File: config.mk
export PLATFORM = sky130hd
export DESIGN_NAME = cram_pingpong
export DESIGN_NICKNAME = d
export VERILOG_FILES = /design/src/rtl/cram_pingpong.sv
export SDC_FILE = /design/constraint.sdc
export NUM_CORES = 2
export LEC_CHECK = 0
export CORE_MARGIN = 1
export CORE_UTILIZATION = 58
export DETAILED_ROUTE_END_ITERATION = 8
export PLACE_DENSITY = 0.75
export RECOVER_POWER = 50
export SLEW_MARGIN = 20
export SYNTH_ARGS = -nofsm -noshare
export SYNTH_HDL_FRONTEND = slang
export SYNTH_SLANG_ARGS = --single-unit
File: constraint.sdc
create_clock -name clk -period 6 [get_ports clk]
set_clock_uncertainty 0.2 [all_clocks]
set_input_delay 1.2 -clock clk [delete_from_list [all_inputs] [get_ports clk]]
set_output_delay 1.2 -clock clk [all_outputs]
set_load 0.05 [all_outputs]
File: src/rtl/cram_pingpong.sv
// Two-bank complex RAM for FFT stages: reads come from the active bank, writes go to the other one.
// Optional feature macro CRAM_BITREV_EN adds bitrev_wr for bit-reversed write addressing.
module cram_pingpong #(
  parameter int N         = 32,
  parameter int WORD_SIZE = 16,
  parameter int STAGES    = $clog2(N)
) (
  input  logic                          clk,
  input  logic                          rst_n,
  input  logic [$clog2(N)-1:0]          rd_addr1,
  input  logic [$clog2(N)-1:0]          rd_addr2,
  input  logic                          rd_en,
  input  logic [$clog2(N)-1:0]          wr_addr1,
  input  logic [$clog2(N)-1:0]          wr_addr2,
  input  logic                          wr_en,
  input  logic [2*WORD_SIZE-1:0]        in1,
  input  logic [2*WORD_SIZE-1:0]        in2,
  input  logic                          swap,
`ifdef CRAM_BITREV_EN
  input  logic                          bitrev_wr,
`endif
  output logic [2*WORD_SIZE-1:0]        out1,
  output logic [2*WORD_SIZE-1:0]        out2,
  output logic                          o_valid,
  output logic                          wr_complete,
  output logic                          bank_sel,
  output logic [$clog2(STAGES):0]       stage,
  output logic                          frame_done
);

  localparam int AW = $clog2(N);
  localparam int DW = 2 * WORD_SIZE;
  localparam int SW = $clog2(STAGES) + 1;

  function automatic logic [AW-1:0] bitrev(input logic [AW-1:0] a);
    logic [AW-1:0] r;
    for (int i = 0; i < AW; i++) r[i] = a[AW-1-i];
    return r;
  endfunction

  logic [DW-1:0] mem [2][N];
  logic [AW-1:0] wa1_p0, wa2_p0;
  logic          vld_p1;
  logic          wr_done_p1;

  // Stage 0: write address decode
`ifdef CRAM_BITREV_EN
  assign wa1_p0 = bitrev_wr ? bitrev(wr_addr1) : wr_addr1;
  assign wa2_p0 = bitrev_wr ? bitrev(wr_addr2) : wr_addr2;
`else
  assign wa1_p0 = wr_addr1;
  assign wa2_p0 = wr_addr2;
`endif

  // Stage 0 -> 1: inactive-bank write; port 2 is assigned last so it wins on an address clash
  always_ff @(posedge clk) begin
    if (rst_n && wr_en) begin
      mem[~bank_sel][wa1_p0] <= in1;
      mem[~bank_sel][wa2_p0] <= in2;
    end
  end

  // Stage 0 -> 1: active-bank read, completion flags and bank/stage sequencing
  always_ff @(posedge clk) begin
    if (!rst_n) begin
      out1       <= '0;
      out2       <= '0;
      vld_p1     <= 1'b0;
      wr_done_p1 <= 1'b0;
      bank_sel   <= 1'b0;
      stage      <= '0;
      frame_done <= 1'b0;
    end else begin
      vld_p1     <= rd_en;
      wr_done_p1 <= wr_en;
      frame_done <= 1'b0;
      if (rd_en) begin
        out1 <= mem[bank_sel][rd_addr1];
        out2 <= mem[bank_sel][rd_addr2];
      end
      if (swap) begin
        bank_sel <= ~bank_sel;
        if (stage == SW'(STAGES - 1)) begin
          stage      <= '0;
          frame_done <= 1'b1;
        end else begin
          stage <= stage + SW'(1);
        end
      end
    end
  end

  assign o_valid     = vld_p1;
  assign wr_complete = wr_done_p1;

endmodule

# After elaboration in Yosys (flattened, before gate mapping)
# Memories as Yosys holds them, arrays and structs flattened. A register that Yosys moved wholly into a read port is not among the register bits.
# Cells that the tools add are included.
[word_totals]
register_bits = 72
mem_bits_rw = 2048
input_bits = 89
output_inout_bits = 72
word_cells = 2090
memories = 1
[memory_table]
columns = ["memory", "words", "word_bits", "read_ports", "rd_ports_with_merged_regs", "wr", "line_no", "rtl"]
rows = [
  ["mem", 2, 1024, 1, 1, 1, "41", "logic [DW-1:0] mem [2][N];"],
]
[op_classes]
add_sub_neg = 1
magnitude_cmp = 6
n_eq_ne = 1
n_mux = 1041
bitwise = 1029
reduce_logical = 4
[op_table]
columns = ["cell", "count"]
rows = [
  ["$mux W1024", 2],
  ["$mux W1", 1028],
  ["$or A1 B1 Y1", 1024],
  ["$bmux W32 S5", 2],
  ["$demux W32 S5", 2],
  ["$mux W32", 6],
  ["$ge A6 B6 Y1 const B", 4],
  ["$not A5 Y6", 4],
  ["$lt A6 B1 Y1 const B", 2],
  ["$add A4 B1 Y4 const B", 1],
  ["$eq A4 B3 Y1 const B", 1],
  ["$mux W4", 1],
  ["$logic_and A1 B1 Y1", 3],
  ["$reduce_and A2 Y1", 1],
  ["$not A1 Y1", 1],
]

# Logic depth before layout (Yosys ltp)
[depth]
depth_word = 7
ltp_mapped = 11
ltp_nobuf = 6

# Worst setup path before layout
# OpenSTA, ideal clock, no wires.
[synth_path]
path_kind = "input to register"
from = "input port wr_addr2[2]"
to = "memory mem[0][768] in the netlist's numbering (enable)"
setup_ns = 0.470
t_arrival_ns = 4.758
required_ns = 5.330
slack_ns = 0.572
cell_stages = 5
path_buffers = 2
cell_sequence = "clkbuf_1 > nor3b_1 > nand2_1 > clkbuf_1 > a21boi_0"
[synth_between]
elab_chain_cells = 7
elab_cells_between_ends = 8
classes_between = "order compare (2); mux (3); bitwise (2); reduce/logical (1)"
[synth_rtl]
columns = ["item", "line_no", "rtl"]
rows = [
  ["from (decl)", "14", "input logic [$clog2(N)-1:0] wr_addr2,"],
  ["$not A5 Y6 *", "59", "mem[~bank_sel][wa2_p0] <= in2;"],
  ["$ge A6 B6 Y1 (not written as such) or $lt A6 B1 Y1 (tied branches)", "59", ""],
  ["$logic_and A1 B1 Y1 (not written as such)", "59", ""],
  ["$mux W32 (not written as such)", "59", ""],
  ["$demux W32 S5 *", "59", ""],
  ["$mux W1024 (not written as such) *", "59", ""],
  ["$or A1 B1 Y1 (no source line) *", "-", ""],
  ["to (decl)", "41", ""],
]
# Every way passes the cells marked *; elsewhere a longest branch is shown, timed or not.

# Worst setup path in the final report
[layout_path]
from = "input port rst_n"
to = "memory mem[0][849] in the netlist's numbering (enable)"
[layout_between]
elab_chain_cells = 4
elab_cells_between_ends = 5
classes_between = "mux (3); bitwise (1); reduce/logical (1)"
[layout_rtl]
columns = ["item", "line_no", "rtl"]
rows = [
  ["from (decl)", "9", "input logic rst_n,"],
  ["$logic_and A1 B1 Y1 *", "57", "if (rst_n && wr_en) begin"],
  ["$mux W1 *", "57", ""],
  ["$mux W1024 (on tied branches)", "58, 59", ""],
  ["$or A1 B1 Y1 (no source line) *", "-", ""],
]
# Marks and branches as above.

==> flow_summary.toml <==
[clock_network]
clock_path_buffers = 3
clock-sinks = 2121
cts_root_buffer = "clkbuf_16"
cts_tree = "yes"
post_cts_buffers = 0
post_cts_resized = 0
htreeDepth = 4
clkSlewWorstSetupHoldPaths_ns = 0.06
cts.hold.buffers_added = 0
cts_buffers = 217
insertion_delay_ns = 0.87

[timing]
slew_headroom = -1.25
fin_ws_ns = 0.837
max_freq_mhz = 194
hold_viol_final = 0
setup_tns_ns = 0
worst_pin_slew_ns = 3.38
rsz0062_at_grt = "no"
setup_viol = 0
layout_min_cycle_time_ns = 5.16
fin_crit_sh = 0.861
slew_viol_final = 868

[layout]
final_cell_area_sq_mm = 0.120
nets = 6193
layout-drive-gt1-share = 0.398
area_growth_syn_to_layout_pct = 10.8
mostFrequentLayoutCells = "edfxtp_1, mux4_2, mux2_2, o22ai_1, clkbuf_16"
mostFrequentLayoutCell = "edfxtp_1"

[synthesis]
synthArstFlopShare = 0
synth-seq-cells = 2121
synth.avg_cell_area_sq_um = 17.7
netlist_area_sq_mm = 0.109
synth_xor_area_frac = 0.0000807
yosysWarnings = 0
synth_enable_flop_cells = 2048
syn-instance-count = 6134
synth.distinct_cells = 55
synthAdderAreaFrac = 0.000230
synth_compound_area_frac = 0.0502
synth_top_family_by_area = "multiplexers"
synthSimpleGateAreaFrac = 0.0221
synth_top_flop_cell = "edfxtp_1"
syn_nets = 6225
ys_seq_area_frac = 0.580
synthMuxAreaShare = 0.318

[power]
ir_drop_v = 0.000250
clkPwrFrac = 0.399
pwr-share-comb = 0.117
switching_share = 0.244
powerDensity_mw_per_mm2 = 283
p_sw_mw = 8.30
total_power_mw = 34.1
sequentialPowerShare = 0.484
cellLeakagePower_nw = 37.4
p_int_mw = 25.8

[placement]
post_dp_cell_area_sq_mm = 0.114
port-buffer-count = 160
place_congestion = 1.03
hpwl_mm = 227
pre_cts_ws_ns = 1.21

[setup_path]
timing.rr.end = "mem[0][849]"
crit_path_cell_trace = "dlygate4sd3_1 > nand2_1 > inv_1 > nand2_1 > nor2_1 > nand2_2 > a21boi_0 > buf_12"
crit_buf_inv = 3
worstPathMaxFanout = 26
slowest_delay_ns = 2.14
worstRegToRegCells = 3
end_kind = "flop"
crit_top_cell = "nand2_1"
critPathKind = "in2reg"
required_ns = 6.34
cpLargestDelayFamily = "compound AO/OA/AOI/OAI gates"
critical_path_arrival_ns = 5.50
r2r_setup_slack_ns = 1.50
slowest_stage = "a21boi_0"
rr_startpoint = "bank_sel"
start_kind = "primary input"

[worst_hold_path]
min_path_cells = 2
hold_end = "stage[3]"
hp-start = "stage[3]"
hp-class = "reg2reg"

[global_route]
first_global_vias = 69500
grt_usage = 0.386
grt_pass1_wl_mm = 508
antenna_found_initial = 12
gr-total-overflow = 0
grt_max_degree = 91

[die]
num_io_pins = 161
num_rows = 158
initial_core_util = 0.585
coreArea_sq_mm = 0.186
design.die.area_sq_mm = 0.189
die-height_microns = 435
die_x_microns = 435

[detailed_routing]
finalWirelength_mm = 361
avgViaCountPerCell = 7.77
antenna_left = 0
num_vias = 68200
first_pass_iters = 8
wl_per_cell_microns = 41.2
initialDrtViolationCount = 9991
drcViolationCount = 0

[job]
drv_cap = 40

[run_status]
violations = "max-capacitance violations, max-slew violations"
status = "finished with violations"
power groups by stage:
stage                     Sequential (mW)  Clock, mW  Combinational (mW)
after CTS                            16.5       13.6                3.94
after global routing                 16.5       14.2                4.10
final                                16.5       13.6                3.98
after detailed placement             16.8          0                3.93
after floorplan                      16.9          0                2.57
after global placement               16.8          0                3.85
registers in the layout, summed over array words and instances, names as in the netlist, named ones only:
| signal | flops |
|---|---|
| bank_sel | 1 |
| frame_done | 1 |
| mem | 2048 |
| o_valid | 1 |
| out1 | 32 |
| out2 | 32 |
| stage | 4 |
| wr_complete | 1 |
final cells by class:
cell class                      count  area, sq um
Antenna cell                        5         12.5
Multi-Input combinational cell   3324        43000
Tap cell                         2480         3100
Sequential cell                  2121        63000
Timing Repair Buffer              433         4150
Inverter                            5         18.8
Clock inverter                    109         1170
Fill cell                       12500        65400
Clock buffer                      299         5870
worst min-delay path, delay by kind of cell, from the launching register on:
kind	cells	cell delay, ns
AO/OA/AOI/OAI	1	0.06
flip-flops	1	0.33
AND/OR/NAND/NOR	1	0.06
synthesized netlist by cell type (43+ instances only):
| cell type | n | area [sq um] |
|---|---|---|
| mux2i_1 | 97 | 971 |
| a22oi_1 | 74 | 556 |
| buf_4 | 59 | 443 |
| mux4_2 | 948 | 21400 |
| nand2_1 | 108 | 405 |
| mux2_2 | 1081 | 12200 |
| dfxtp_1 | 73 | 1460 |
| clkbuf_1 | 455 | 1710 |
| buf_2 | 96 | 480 |
| a22o_1 | 66 | 578 |
| nor2_1 | 139 | 522 |
| o22ai_1 | 250 | 1560 |
| edfxtp_1 | 2048 | 61500 |
| a221oi_1 | 87 | 762 |
| o21ai_0 | 43 | 215 |
layer usage:
metal	share of wire	vias up	routed length, microns	GRT usage
met5	0.00012	-	44	0
li1	-	26000	-	-
met3	0.13	1418	46800	0.0927
met4	0.097	8	35000	0.299
met1	0.32	35100	115000	0.479
met2	0.46	5661	165000	0.589
logic make-up after synthesis:
family / after synthesis
muxes: 2126
AOI/OAI and AO/OA: 746
adders and majority gates: 2
buffers and inverters: 689
DFF: 2121
xor gates and xnor gates: 1
and+or+nand+nor: 449
worst max path at each step:
stage                 from           to  slack (ns)  cells after the start
2_1_floorplan  wr_addr2[2]  mem[0][768]        0.57                      5
3_3_place_gp   wr_addr2[2]  mem[0][787]        0.75                      5
3_5_place_dp   wr_addr2[3]  mem[0][753]        1.21                      6
4_1_cts               flop     out2[26]        2.03                      6
5_1_grt              rst_n  mem[1][633]        0.93                      7
6_report             rst_n  mem[0][849]        0.84                      8
through the flow:
stage          cells   util  hold WS, ns
6_report        8776  0.648        0.299
5_1_grt         8775  0.648        0.326
4_1_cts         8771  0.650        0.308
3_5_place_dp    8363  0.612        0.301
3_3_place_gp    8361  0.612        0.292
2_1_floorplan   6134      -        0.494
Note: power is estimated with default switching activity, not from simulation.
